File: config.mk
export PLATFORM = sky130hd
export DESIGN_NAME = sdram_ch1_port
export DESIGN_NICKNAME = d
export VERILOG_FILES = /design/src/rtl/sdram_pkg.sv /design/src/rtl/sdram_req_fifo.sv /design/src/rtl/sdram_ch1_port.sv
export SDC_FILE = /design/constraint.sdc
export NUM_CORES = 1
export LEC_CHECK = 0
export CAP_MARGIN = 10
export CELL_PAD_IN_SITES_DETAIL_PLACEMENT = 2
export CELL_PAD_IN_SITES_GLOBAL_PLACEMENT = 2
export CORE_MARGIN = 2
export CORE_UTILIZATION = 37
export CTS_CLUSTER_DIAMETER = 50
export CTS_CLUSTER_SIZE = 40
export DETAILED_ROUTE_END_ITERATION = 10
export PLACE_DENSITY_LB_ADDON = 0.2
export SLEW_MARGIN = 10
export SYNTH_ARGS = -nofsm -noshare
export SYNTH_HDL_FRONTEND = slang
export SYNTH_SLANG_ARGS = --single-unit
File: constraint.sdc
create_clock -name clk -period 9.1 [get_ports clk]
set_input_delay 1.365 -clock clk [delete_from_list [all_inputs] [get_ports clk]]
set_output_delay 1.365 -clock clk [all_outputs]
set_load 0.01 [all_outputs]
File: src/rtl/sdram_pkg.sv
// sdram_pkg: shared request type, port FSM states and byte-merge helper for the ch1 client port
package sdram_pkg;
    typedef struct packed {
        logic        rnw;
        logic [25:0] addr;
        logic [63:0] wdata;
        logic [7:0]  be;
    } ch1_req_t;
    typedef enum logic [1:0] {IDLE, WAIT, HIT} state_t;
    function automatic logic [63:0] merge64(input logic [63:0] old_d, input logic [63:0] new_d, input logic [7:0] be);
        logic [63:0] r;
        for (int i = 0; i < 8; i++) r[8*i +: 8] = be[i] ? new_d[8*i +: 8] : old_d[8*i +: 8];
        return r;
    endfunction
endpackage

File: src/rtl/sdram_req_fifo.sv
// sdram_req_fifo: synchronous request FIFO; push/din in, pop/dout out (show-ahead head), full/empty flags
module sdram_req_fifo #(
    parameter int WIDTH = 99,
    parameter int DEPTH = 4
) (
    input  logic             clk,
    input  logic             reset,
    input  logic             push,
    input  logic [WIDTH-1:0] din,
    input  logic             pop,
    output logic [WIDTH-1:0] dout,
    output logic             full,
    output logic             empty
);
    localparam int AW = $clog2(DEPTH);
    logic [WIDTH-1:0] mem [DEPTH];
    logic [AW:0] wptr, rptr;
    logic wr, rd;
    assign wr = push && (!full || pop);
    assign rd = pop && !empty;
    assign empty = wptr == rptr;
    // pointers carry one extra wrap bit so full and empty differ only in that bit
    assign full = wptr == {~rptr[AW], rptr[AW-1:0]};
    assign dout = mem[rptr[AW-1:0]];
    always_ff @(posedge clk or posedge reset) begin
        if (reset) begin
            wptr <= '0;
            rptr <= '0;
        end else begin
            if (wr) wptr <= wptr + 1'b1;
            if (rd) rptr <= rptr + 1'b1;
        end
    end
    always_ff @(posedge clk) begin
        if (wr) mem[wptr[AW-1:0]] <= din;
    end
endmodule

File: src/rtl/sdram_ch1_port.sv
// sdram_ch1_port: client port for SDRAM channel 1 with request FIFO, single-line read cache and timeout flag
// req_* client handshake in, rsp_* responses out, ch1_* controller side, err_timeout sticky error
module sdram_ch1_port import sdram_pkg::*; #(
    parameter int FIFO_DEPTH = 4,
    parameter int TIMEOUT    = 1023,
    parameter int CACHE_EN   = 1
) (
    input  logic        clk,
    input  logic        reset,
    input  logic        req_valid,
    output logic        req_ready,
    input  logic        req_rnw,
    input  logic [25:0] req_addr,
    input  logic [63:0] req_wdata,
    input  logic [7:0]  req_be,
    output logic        rsp_valid,
    output logic [63:0] rsp_rdata,
    output logic [25:0] ch1_addr,
    output logic [63:0] ch1_din,
    output logic [7:0]  ch1_be,
    output logic        ch1_rnw,
    output logic        ch1_req,
    input  logic [63:0] ch1_dout,
    input  logic        ch1_ready,
    output logic        err_timeout
);
    localparam int CW = $clog2(TIMEOUT + 1);
    ch1_req_t in_req, head;
    state_t state, nxt;
    logic full, empty, pop, hit, go, done;
    logic cache_valid;
    logic [25:0] cache_addr;
    logic [63:0] cache_data;
    logic [CW-1:0] cnt;
    assign in_req = {req_rnw, req_addr, req_wdata, req_be};
    assign req_ready = !full;
    sdram_req_fifo #(.WIDTH($bits(ch1_req_t)), .DEPTH(FIFO_DEPTH)) u_fifo (
        .clk(clk), .reset(reset), .push(req_valid && req_ready), .din(in_req),
        .pop(pop), .dout(head), .full(full), .empty(empty)
    );
    always_comb begin
        nxt = state;
        pop = 1'b0;
        go = 1'b0;
        done = 1'b0;
        hit = CACHE_EN != 0 && cache_valid && head.rnw && head.addr == cache_addr;
        case (state)
            IDLE: if (!empty) begin
                pop = 1'b1;
                go = !hit;
                nxt = hit ? HIT : WAIT;
            end
            WAIT: if (ch1_ready) begin
                done = 1'b1;
                nxt = IDLE;
            end
            default: nxt = IDLE;
        endcase
    end
    always_ff @(posedge clk or posedge reset) begin
        if (reset) state <= IDLE;
        else state <= nxt;
    end
    // ch1_* double as the hold registers: loaded only when a request is issued
    always_ff @(posedge clk or posedge reset) begin
        if (reset) begin
            ch1_req <= 1'b0;
            ch1_addr <= '0;
            ch1_din <= '0;
            ch1_be <= '0;
            ch1_rnw <= 1'b0;
            rsp_valid <= 1'b0;
            rsp_rdata <= '0;
            err_timeout <= 1'b0;
            cnt <= '0;
            cache_valid <= 1'b0;
            cache_addr <= '0;
            cache_data <= '0;
        end else begin
            ch1_req <= go;
            rsp_valid <= done || state == HIT;
            if (go) begin
                ch1_addr <= head.addr;
                ch1_din <= head.wdata;
                ch1_be <= head.be;
                ch1_rnw <= head.rnw;
                cnt <= '0;
            end else if (state == WAIT && cnt != CW'(TIMEOUT)) cnt <= cnt + 1'b1;
            // no re-issue on timeout: the controller holds the request until it completes
            if (state == WAIT && !ch1_ready && cnt == CW'(TIMEOUT - 1)) err_timeout <= 1'b1;
            if (state == HIT) rsp_rdata <= cache_data;
            if (done && ch1_rnw) begin
                rsp_rdata <= ch1_dout;
                cache_valid <= CACHE_EN != 0;
                cache_addr <= ch1_addr;
                cache_data <= ch1_dout;
            end
            if (done && !ch1_rnw && cache_valid && ch1_addr == cache_addr)
                cache_data <= merge64(cache_data, ch1_din, ch1_be);
        end
    end
endmodule

# Word-level counts from Yosys, hierarchy flattened
# Memories as Yosys holds them, arrays and structs flattened.
# Index checks and enable logic that the tools add are counted.
[classes] addsub=3 n_eq_ne=18 n_mux=26 n_bitwise=1 reduce_logical=32
[op_table] op="two-way mux 64 bit" count=4
[op_table] op="two-way mux 8 bit" count=8
[op_table] op="== test 26 bit" count=2
[op_table] op="two-way mux 10 bit" count=2
[op_table] op="!= test 2 bit (second input constant)" count=10
[op_table] op="AND reduction 2 bit" count=9
[op_table] op="logical AND 1 bit" count=12
[op_table] op="adder 10 x 1 -> 10 bit (second input constant)" count=1
[op_table] op="== test 10 bit (second input constant)" count=1
[op_table] op="!= test 10 bit (second input constant)" count=1
[op_table] op="two-way mux 1 bit" count=8
[op_table] op="adder 3 x 1 -> 3 bit (second input constant)" count=2
[op_table] op="== test 3 bit" count=2
[op_table] op="two-way mux 2 bit" count=3
[op_table] op="nonzero test 2 bit" count=3
[op_table] op="zero test 1 bit" count=5
[op_table] op="case mux 2 bit (2 select lines)" count=1
[op_table] op="== test 2 x 1 -> 1 bit (second input constant)" count=1
[op_table] op="== test 2 bit (second input constant)" count=1
[op_table] op="zero test 2 bit" count=1
[op_table] op="logical OR 1 bit" count=2
[op_table] op="NOT 1 bit" count=1
[word_totals] reg_bits=275 mem_bits_rw=396 in_bits=167 out_inout_bits=167 elab_cells=103 mem_count=1
[mem_list] name="u_fifo.mem" depth=4 width=99 rd=1 rd_ports_with_merged_regs=0 write_ports=1 line_no="sdram_req_fifo.sv:16" text="logic [WIDTH-1:0] mem [DEPTH];"

# Depth between registers and ports, before layout
[depth] word_depth=7 mapped_depth=13 mapped_depth_nobuf=7

# Hierarchy
# From an unflattened synthesis, not the netlist that was laid out.
[hier_totals] cells_unflattened=1718 hier_area_um2=26780.7
[modules_own_cells] mod="sdram_req_fifo" n_inst=1 cells_per_inst=553 area_each_um2=14674.1 seq_area_each_um2=12041.5
[modules_own_cells] mod="sdram_ch1_port" n_inst=1 cells_per_inst=1165 area_each_um2=12106.6 seq_area_each_um2=6731.5

# Least setup slack after synthesis
# Ideal clock, no wire load.
[synth_path] path_type="input-to-reg" startpoint="input port req_valid" endpoint="memory u_fifo.mem[3][0], enable pin" setup_time_ns=0.471 t_arrival_ns=3.738 required_time_ns=8.629 slack_ns=4.891 cell_stages=1 path_buffers=0 path_cell_list="and3_1"
[synth_via] elab_chain_len=4
[synth_lines] item="start, declared" line_no="sdram_ch1_port.sv:10" text="input logic req_valid,"
[synth_lines] item="logical AND 1 bit" line_no="sdram_ch1_port.sv:38" text=".clk(clk), .reset(reset), .push(req_valid && req_ready), .din(in_req),"
[synth_lines] item="logical AND 1 bit" line_no="sdram_req_fifo.sv:19" text="assign wr = push && (!full || pop);"
[synth_lines] item="two-way mux 1 bit" line_no="sdram_req_fifo.sv:35" text="if (wr) mem[wptr[AW-1:0]] <= din;"
[synth_lines] item="two-way mux 1 bit (implied by the code)" line_no="sdram_req_fifo.sv:35"
[synth_lines] item="end, declared" line_no="sdram_req_fifo.sv:16"
# No other way between the ends.

# Final worst setup path
[layout_path] startpoint="register u_fifo.rptr[1]" endpoint="output port req_ready"
[layout_via] elab_chain_len=2
[layout_lines] item="start, declared" line_no="sdram_req_fifo.sv:17" text="logic [AW:0] wptr, rptr;"
[layout_lines] item="start signal, assigned" line_no="sdram_req_fifo.sv:31" text="if (rd) rptr <= rptr + 1'b1;"
[layout_lines] item="== test 3 bit" line_no="sdram_req_fifo.sv:23" text="assign full = wptr == {~rptr[AW], rptr[AW-1:0]};"
[layout_lines] item="zero test 1 bit" line_no="sdram_ch1_port.sv:36" text="assign req_ready = !full;"
[layout_lines] item="end, declared" line_no="sdram_ch1_port.sv:11" text="output logic req_ready,"
# No other way between the ends.

==> results.ini <==
[status]
outcome=finished, final reports clean

[cts]
post_cts_resized=0
cts_tree=built
clkLatencyLatePin_ns=0.61
cts_root_buf=clkbuf_16
clockBufferDepth=3
clkSinkCount=671
cts_hold_buf=0
htreeDepth=3
numCtsBuffers=79
post-cts-setup-buffer-count=0
cts.clk_slew.worst_paths_ns=0.06

[critical_path]
timing.rr.start=u_fifo.rptr[1]$_DFFE_PP0P_
cp-end-kind=output pin
worst-r2r-setup-slack_ns=4.34
r2r_cells=5
critPathKind=flop to output pin
start_kind=flop
crit_arrival_ns=3.92
cp_max_fo=60
r2r-end=u_fifo.mem[3][55]$_DFFE_PP_
cp.required_ns=7.74

[final_layout]
layout_common_cells=edfxtp_1, clkdlybuf4s50_1, dfrtp_1
final_common_cell=edfxtp_1
multi_input_comb_area_mm2=0.007375
nNetsFinal=2094
drive_gt1_share_pct=17.01
area_growth_pct=26.89
regArea_mm2=0.01878
fillers=6554

[yosys]
netlist_instances=1559
synth_ff_type=edfxtp_1
postSynth.asyncResetShare_pct=40.98
syn_nets=1733
yosysSeqAreaShare_pct=70.88
synth_area_leaders=edfxtp_1, dfrtp_1, mux4_2
yosysTopAreaCellShare_pct=44.90
yosysWarnings=0
synth-seq-cells=671
ys_types=52
synth.cell_area_mm2=0.02649
synth.avg_cell_area_um2=16.99
synth_enable_flop_cells=396
synth_top_cell_by_area=edfxtp_1

[global_route]
grt_pass1_vias=17870
grt_usage_pct=20.97
grt_pass1_wl_um=116200
antenna_found_initial=16
overflow=0
grt_max_degree=116

[detailed_routing]
finalWirelength_um=76640
remaining_drc_errors=0
drt-initial-drc-count=892
vias=15410
drtPass1Iterations=5
via_per_inst=5.239
antenna_left=0
wl_per_cell_um=26.05

[floorplanning]
start_util_pct=37.24
core_mm2=0.07112
rows=98
io_pins=334
die_area_mm2=0.07374
die_w_um=271.6
die_height_um=271.6

[sta]
final.setup.tns_ns=0
whs_ns=0.4690
finClkSkew_ns=0.02654
hold_violations=0
worstMarginPinSlew_ns=1.043
grt_setup_unrepaired=false
min_period_ns=5.288
max_freq_mhz=189.1
post-route-period-util_pct=58.11
slew-limit-headroom_pct=30.49
maxSlewViolCount=0
setup_violations=0

[power]
p_leak_nw=12.52
powerDensity_mw_per_mm2=373.4
vdd_ir_drop_max_v=0.0001979
power.total_mw=12.55

[place]
port_buffers=333
place_congestion=0.7784
dp_hpwl_um=48920

[min_path]
hold_end=rsp_rdata[23]$_DFFE_PP0P_
hold_depth=2
min_from=rsp_rdata[23]$_DFFE_PP0P_
hp-class=flop to flop

[job]
cap_violations=0

==> worst max-delay path by stage <==
stage | startpoint | endpoint | cells after the start
floorplan | reset | cache_addr[0]$_DFFE_PP0P_ | 1
global placement | u_fifo.rptr[1]$_DFFE_PP0P_ | u_fifo.mem[1][47]$_DFFE_PP_ | 5
detailed placement | u_fifo.rptr[1]$_DFFE_PP0P_ | u_fifo.mem[3][47]$_DFFE_PP_ | 5
CTS | u_fifo.rptr[1]$_DFFE_PP0P_ | req_ready | 4
global route | u_fifo.rptr[1]$_DFFE_PP0P_ | req_ready | 4
finish | u_fifo.rptr[1]$_DFFE_PP0P_ | req_ready | 4
==> report_power, final <==
part           leakage, nW  internal (mW)  total (mW)  switching (mW)
Clock                 1.32           1.90        3.27            1.37
Sequential            6.89           4.29        5.06           0.764
Combinational         4.31           2.21        4.23            2.02
==> synthesized netlist by cell type, types with 2 or more instances <==
library cell,instances
a211oi_1,3
a221oi_1,5
a22oi_1,68
and2_1,2
and3_1,8
buf_1,9
buf_2,9
buf_4,2
buf_6,11
clkbuf_1,39
dfrtp_1,275
edfxtp_1,396
ha_1,7
inv_1,11
mux2_1,23
mux2_2,5
mux2_4,76
mux2i_1,30
mux4_2,86
nand2_1,222
nand2b_1,6
nand3_1,6
nand4_1,7
nor2_1,22
nor2b_1,2
nor3b_1,3
nor4_1,4
nor4_2,2
o2111ai_1,2
o211ai_1,2
o21a_1,64
o21ai_0,12
o22a_1,64
o22ai_1,3
or2_2,2
xnor2_1,30
xor2_1,26
==> state kept, by name (all words and copies together) (netlist names), 2 cells and up <==
signal / cells
u_fifo.mem: 396
cache_data: 64
ch1_din: 64
rsp_rdata: 64
cache_addr: 26
ch1_addr: 26
cnt: 10
ch1_be: 8
u_fifo.rptr: 3
u_fifo.wptr: 3
state: 2
==> routing by layer <==
| layer | vias up | share of wire (%) | track usage [%] |
|---|---|---|---|
| li1 | 6698 | - | - |
| met3 | 125 | 5.4 | 4.998 |
| met2 | 383 | 52 | 36.77 |
| met1 | 8190 | 41 | 25.66 |
| met5 | - | 0.15 | 0 |
| met4 | 18 | 2.2 | 6.319 |
==> stage by stage <==
stage                     cell area [µm²]  util [%]  setup slack [ns]  cells
final                               33610     47.26             3.812   2942
after global placement              30860     43.39             4.378   2789
after detailed placement            30860     43.39             4.311   2789
after floorplan                     26490         -            0.1546   1559
after CTS                           33590     47.24             3.741   2937
after global routing                33600     47.24             3.605   2939
==> critical path, stage by stage, from the launching register on <==
cell and delay [ns]:
dfrtp_4 1.06, buf_4 0.88, xor2_1 0.18, or3_1 0.52, clkdlybuf4s50_1 0.54
==> area by class of cell <==
cell class	instances	area share (%)
multi-input combinational	806	21.94
inverter	12	0.1564
sequential	671	55.88
clock buffer	96	6.541
timing repair buffer	350	10.30
clock inverter	52	1.605
antenna	5	0.03723
tap	950	3.537
==> logic make-up (layout without fill, tap and decap cells) <==
family                     after synthesis  count (layout)  share of synthesized area, %
other                                    0               5                             0
and+or+nand+nor                        290             290                         4.582
buffers and inverters                   82             510                         1.545
DFF                                    671             671                         70.88
adders and majority gates                7               7                        0.3307
AOI/OAI and AO/OA                      233             233                         6.864
xor gates and xnor gates                56              56                         1.852
muxes                                  220             220                         13.95
(Power assumes the default switching activity.)
